**config.mk**
```make
export PLATFORM = sky130hd
export DESIGN_NAME = mem_access_ctrl
export DESIGN_NICKNAME = d
export VERILOG_FILES = /design/src/rtl/mem_access_ctrl.sv
export SDC_FILE = /design/constraint.sdc
export NUM_CORES = 1
export LEC_CHECK = 0
export BUFFER_PORTS_ARGS = -buffer_cell sky130_fd_sc_hd__buf_2
export CAP_MARGIN = 20
export CORE_AREA = 5 5 111 113
export DETAILED_ROUTE_END_ITERATION = 8
export DIE_AREA = 0 0 116 118
export PLACE_DENSITY = 0.87
export RECOVER_POWER = 25
export REMOVE_ABC_BUFFERS = 1
export SLEW_MARGIN = 20
export SYNTH_ARGS = -nofsm -noshare
export SYNTH_HDL_FRONTEND = slang
export SYNTH_SLANG_ARGS = --single-unit
```
**constraint.sdc**
```tcl
create_clock -name clk -period 1.9 [get_ports clk]
set_input_delay 0.095 -clock clk [delete_from_list [all_inputs] [get_ports clk]]
set_output_delay 0.095 -clock clk [all_outputs]
set_load 0.005 [all_outputs]
```
**src/rtl/mem_access_ctrl.sv**
```systemverilog
// Load/store controller for a word-wide data memory; sub-word stores use read-modify-write.
// Optional alignment checking: define MEM_ACCESS_CTRL_ALIGN_CHK_EN.
module mem_access_ctrl_lane #(
    parameter int LANE = 0
) (
    input  logic [1:0] size,
    input  logic [1:0] off,
    input  logic [7:0] old_byte,
    input  logic [7:0] lo_byte,
    input  logic [7:0] hw_byte,
    input  logic [7:0] wd_byte,
    output logic [7:0] new_byte
);
    always_comb begin
        new_byte = old_byte;
        case (size)
            2'b00: if (off == 2'(LANE)) new_byte = lo_byte;
            2'b01: if (off[1] == 1'(LANE / 2)) new_byte = hw_byte;
            2'b10: new_byte = wd_byte;
            default: new_byte = old_byte;
        endcase
    end
endmodule

module mem_access_ctrl #(
    parameter int DM_AW = 11
) (
    input  logic             clk,
    input  logic             rst_n,
    input  logic             req,
    input  logic             we,
    input  logic [1:0]       size,
    input  logic             sign_ext,
    input  logic [31:0]      addr,
    input  logic [31:0]      wdata,
    output logic             busy,
    output logic             done,
    output logic             err,
    output logic [31:0]      rdata,
    output logic             dm_wena,
    output logic [DM_AW-1:0] dm_addr,
    output logic [31:0]      dm_wdata,
    input  logic [31:0]      dm_rdata
);
    typedef enum logic [1:0] {IDLE, RD, WR, DONE} state_t;

    state_t      state;
    logic        we_q;
    logic [1:0]  size_q;
    logic        sext_q;
    logic [1:0]  off_q;
    logic [31:0] wdata_q;
    logic [31:0] buf_q;
    logic        bad_req;
    logic [1:0]  off_in;
    logic [7:0]  ld_b;
    logic [15:0] ld_h;
    logic [31:0] ld_val;
    logic        unused_addr;

    // Bits above the memory window wrap around.
    assign unused_addr = ^addr[31:DM_AW+2];

`ifdef MEM_ACCESS_CTRL_ALIGN_CHK_EN
    assign bad_req = (size == 2'b11) || (size == 2'b01 && addr[0]) ||
                     (size == 2'b10 && addr[1:0] != 2'b00);
    assign off_in  = addr[1:0];
`else
    // Misaligned offsets are silently rounded down to the access size.
    assign bad_req = (size == 2'b11);
    assign off_in  = (size == 2'b01) ? {addr[1], 1'b0} :
                     (size == 2'b10) ? 2'b00 : addr[1:0];
`endif

    always_comb begin
        ld_b = dm_rdata[{off_q, 3'b000} +: 8];
        ld_h = dm_rdata[{off_q[1], 4'b0000} +: 16];
        case (size_q)
            2'b00:   ld_val = {{24{sext_q & ld_b[7]}}, ld_b};
            2'b01:   ld_val = {{16{sext_q & ld_h[15]}}, ld_h};
            default: ld_val = dm_rdata;
        endcase
    end

    for (genvar k = 0; k < 4; k++) begin : g_lane
        mem_access_ctrl_lane #(.LANE(k)) u_lane (
            .size     (size_q),
            .off      (off_q),
            .old_byte (buf_q[8*k +: 8]),
            .lo_byte  (wdata_q[7:0]),
            .hw_byte  (wdata_q[8*(k%2) +: 8]),
            .wd_byte  (wdata_q[8*k +: 8]),
            .new_byte (dm_wdata[8*k +: 8])
        );
    end

    always_ff @(posedge clk) begin
        if (!rst_n) begin
            state   <= IDLE;
            busy    <= 1'b0;
            done    <= 1'b0;
            err     <= 1'b0;
            dm_wena <= 1'b0;
            dm_addr <= '0;
            rdata   <= '0;
            buf_q   <= '0;
            we_q    <= 1'b0;
            size_q  <= 2'b00;
            sext_q  <= 1'b0;
            off_q   <= 2'b00;
            wdata_q <= '0;
        end else begin
            case (state)
                IDLE: if (req) begin
                    we_q    <= we;
                    size_q  <= size;
                    sext_q  <= sign_ext;
                    off_q   <= off_in;
                    wdata_q <= wdata;
                    dm_addr <= addr[DM_AW+1:2];
                    busy    <= 1'b1;
                    if (bad_req) begin
                        state <= DONE;
                        done  <= 1'b1;
                        err   <= 1'b1;
                    end else if (we && size == 2'b10) begin
                        state   <= WR;
                        dm_wena <= 1'b1;
                    end else begin
                        state <= RD;
                    end
                end
                // dm_wena is low here, so the memory output is valid.
                RD: begin
                    buf_q <= dm_rdata;
                    if (we_q) begin
                        state   <= WR;
                        dm_wena <= 1'b1;
                    end else begin
                        rdata <= ld_val;
                        state <= DONE;
                        done  <= 1'b1;
                    end
                end
                WR: begin
                    dm_wena <= 1'b0;
                    state   <= DONE;
                    done    <= 1'b1;
                end
                DONE: begin
                    done  <= 1'b0;
                    err   <= 1'b0;
                    busy  <= 1'b0;
                    state <= IDLE;
                end
                default: state <= IDLE;
            endcase
        end
    end
endmodule

```
==> flow_summary_export.csv <==
group,metric,value,unit
run_status,status,"complete, but fails checks",
run_status,violations,"design-rule violations, negative setup slack",
min_path,min_from,"dm_rdata[10]",
sta,tightest_slew,0.5323,ns
worst_setup_path,cp-end-kind,"output port",
power_and_ir_drop,p_leak,3.598,nW
min_path,hp-class,"input pin to flop",
route,wirelength,24820,µm
min_path,min_to,"rdata[10]$_SDFFE_PN0P_",
global_route,grt_overflow,0,
synth,netlist_top_cells_count,"dfxtp_1, nand2_1, a21oi_1, o21ai_0, mux2i_1",
synth,async_flop_share,0,%
layout,drive_gt1_share,27.08,%
worst_setup_path,rr_worst_depth,6,
synth,ys_seq_area_share,42.39,%
synth,avgSynthCellArea,8.145,µm²
route,drtIter0Drc,1170,
route,detail_route.wl_per_cell,22.73,µm
worst_setup_path,r2r_start,"state[0]$_SDFFE_PN0P_",
global_route,grt_pass1_wl,35780,µm
die,num_rows,39,
global_route,grt_max_degree,48,
global_route,first_global_vias,6853,
worst_setup_path,crit_required,1.80,ns
sta,fmax,494.7,MHz
synth,ys_types,41,
clocking,path_clk_slew,0.05,ns
synth,yosysMostFrequentCell,"dfxtp_1",
die,die_x,116,µm
power_and_ir_drop,power_density,1331,nW/µm²
sta,period_needed,2.021,ns
die,initial_core_util,50.08,%
global_route,antenna_found_initial,0,
worst_setup_path,crit_type,"flop to output port",
clocking,cts_tree,"built",
clocking,cts_buffer_depth,2,
synth,synth_top_family_by_area,"compound AO/OA/AOI/OAI gates",
clocking,cts_buffers,17,
synth,yosysTopAreaCell,"dfxtp_1",
layout,syn_to_final_growth,48.91,%
sta,period_share,106.4,%
die,dieHeight,118,µm
die,ios,182,
route,vias,6913,
placed_design,portBuffers,162,
placed_design,dp_slack,0.05740,ns
synth,yosys.area_share.adder,1.113,%
sta,hold_viol_final,0,
run,cap_violations,0,
worst_setup_path,crit_path_max_fanout,5,
clocking,root_buffer,"clkbuf_16",
synth,synth_mux_area_share,9.083,%
worst_setup_path,r2r_end,"dm_wena$_SDFFE_PN0P_",
route,drtPass1Iterations,9,
die,coreArea,11220,µm²
die,die-area,13690,µm²
synth,synth.area.top_cells,"dfxtp_1, a21oi_1, nand2_1",
route,drc,22,
synth,synth_edf_count,0,
synth,synth.top_cell.area_share,42.39,%
worst_setup_path,startpoint_type,"flop",
synth,synth_compound_area_share,28.01,%
clocking,cts.sink_count,119,
synth,syn-cell-area,5620,µm²
synth,synth-xor-area-share,0,%
synth,synth_ff_type,"dfxtp_1",
sta,setup_viol,19,
min_path,hold_depth,3,
clocking,clock_latency,0.43,ns
synth,synth-simple-area-share,14.45,%
layout,diodes,0,
worst_setup_path,cp_data_arrival_time,1.93,ns
clocking,htreeDepth,4,
sta,finalMaxSlewViolations,0,
synth,syn_inst,690,
sta,rsz0062_at_grt,"true",
sta,setup_slack,-0.1213,ns
worst_setup_path,reg2reg_slack,0.09,ns
power_and_ir_drop,ir_worst_vdd,0.0009206,V
sta,final.setup_skew,0.01329,ns
layout,nets,1044,
global_route,track_usage,33.32,%
route,antenna_left,0,
route,vias_per_cell,6.331,
sta,hold_ws,0.02941,ns
placed_design,gp_congestion,0.8925,
layout,nFillCells,725,
synth,ys_ff_latch,119,
sta,slew-limit-headroom,64.46,%
placed_design,hpwl,12450,µm
layout,postLayoutCoreUtil,74.57,%
synth,yosys_warnings,0,
## sequential cells by signal, indices dropped and copies added (netlist names)
register  cells
buf_q        32
rdata        32
wdata_q      32
dm_addr      11
off_q         2
size_q        2
state         2
busy          1
dm_wena       1
done          1
err           1
sext_q        1
we_q          1
## timing repair
item                                    4_1_cts  5_1_grt
cloned                                        1        1
pin swaps                                     0       11
endpoints found under the setup margin       32       35
resized for setup                            26       49
setup buffers                                 9        4
hold endpoints to repair                     98        0
hold buffers                                 80        0
## cell families (layout without fill, tap and decap cells)
family | after synthesis | count (layout)
AOI/OAI and AO/OA | 263 | 263
adders and majority gates | 5 | 5
buffers and inverters | 62 | 320
DFF | 119 | 119
muxes | 50 | 50
and+or+nand+nor | 191 | 192
## per-stage QoR
step           setup TNS (ns)  power, W  cell area, µm²  instances
6_report              -0.8664   0.01114            8369       1092
5_1_grt                -1.606   0.01156            8369       1092
4_1_cts                     0   0.01054            8215       1087
3_5_place_dp                0  0.006898            6629        965
3_3_place_gp                0  0.006797            6629        965
2_1_floorplan          -60.46  0.005418            5368        635
## cell usage in the layout, fill, tap and decap left out, drive strengths merged, types with 2 or more instances in the layout
cell and count:
dlygate4sd3 80, a2bb2oi 7, a21o 17, nor2 41
ha 5, nor2b 13, a221oi 3, clkbuf 55
bufinv 3, a22oi 20, mux2i 42, clkinv 4
o21a 7, mux2 8, and2 11, o22ai 18
buf 169, o21ai 59, or2 2, inv 5
nand2b 4, nand2 118, dfxtp 119, clkinvlp 3
a21oi 104, o211ai 3, a31oi 10, a22o 10
## cell type report
class | count | area [µm²] | area share [%]
clock buffer | 24 | 501.7 | 5.995
tap | 143 | 178.9 | 2.138
clock inverter | 8 | 117.6 | 1.405
timing repair buffer | 281 | 2002 | 23.92
inverter | 7 | 33.78 | 0.4036
multi-input combinational | 510 | 3141 | 37.52
sequential | 119 | 2395 | 28.61
## power breakdown
part | internal (W) | switching (W) | leakage [nW] | total (W)
combinational | 0.00174 | 0.00240 | 2.31 | 0.00414
sequential | 0.00308 | 0.000500 | 0.978 | 0.00358
clock | 0.00223 | 0.00119 | 0.306 | 0.00342
total | 0.00705 | 0.00409 | 3.60 | 0.0111
## routing by layer
layer / track usage [%] / up-vias / wire length [µm]
met5: 0 / - / 0
met4: 18.93 / 0 / 1904
met3: 9.820 / 194 / 3275
met2: 51.76 / 644 / 11070
met1: 40.59 / 3135 / 8572
li1: - / 2940 / -
## critical path, stage by stage (launching register included)
cell     delay, ns
dfxtp_4       0.37
nor2b_4       0.19
buf_12        0.14
mux2_4        0.31
o21ai_2       0.19
o21ai_1       0.14
buf_2         0.16
## how the worst max path moves through the flow
stage                          startpoint                    end  cells after the start
floorplan           state[1]$_SDFFE_PN0P_  rdata[7]$_SDFFE_PN0P_                      6
global placement    off_q[1]$_SDFFE_PN0P_           dm_wdata[11]                      5
detailed placement  off_q[1]$_SDFFE_PN0P_           dm_wdata[11]                      5
CTS                 off_q[1]$_SDFFE_PN0P_           dm_wdata[26]                      6
global route        off_q[1]$_SDFFE_PN0P_           dm_wdata[10]                      6
finish              off_q[1]$_SDFFE_PN0P_           dm_wdata[10]                      6
Note: power is estimated with default switching activity, not from simulation.
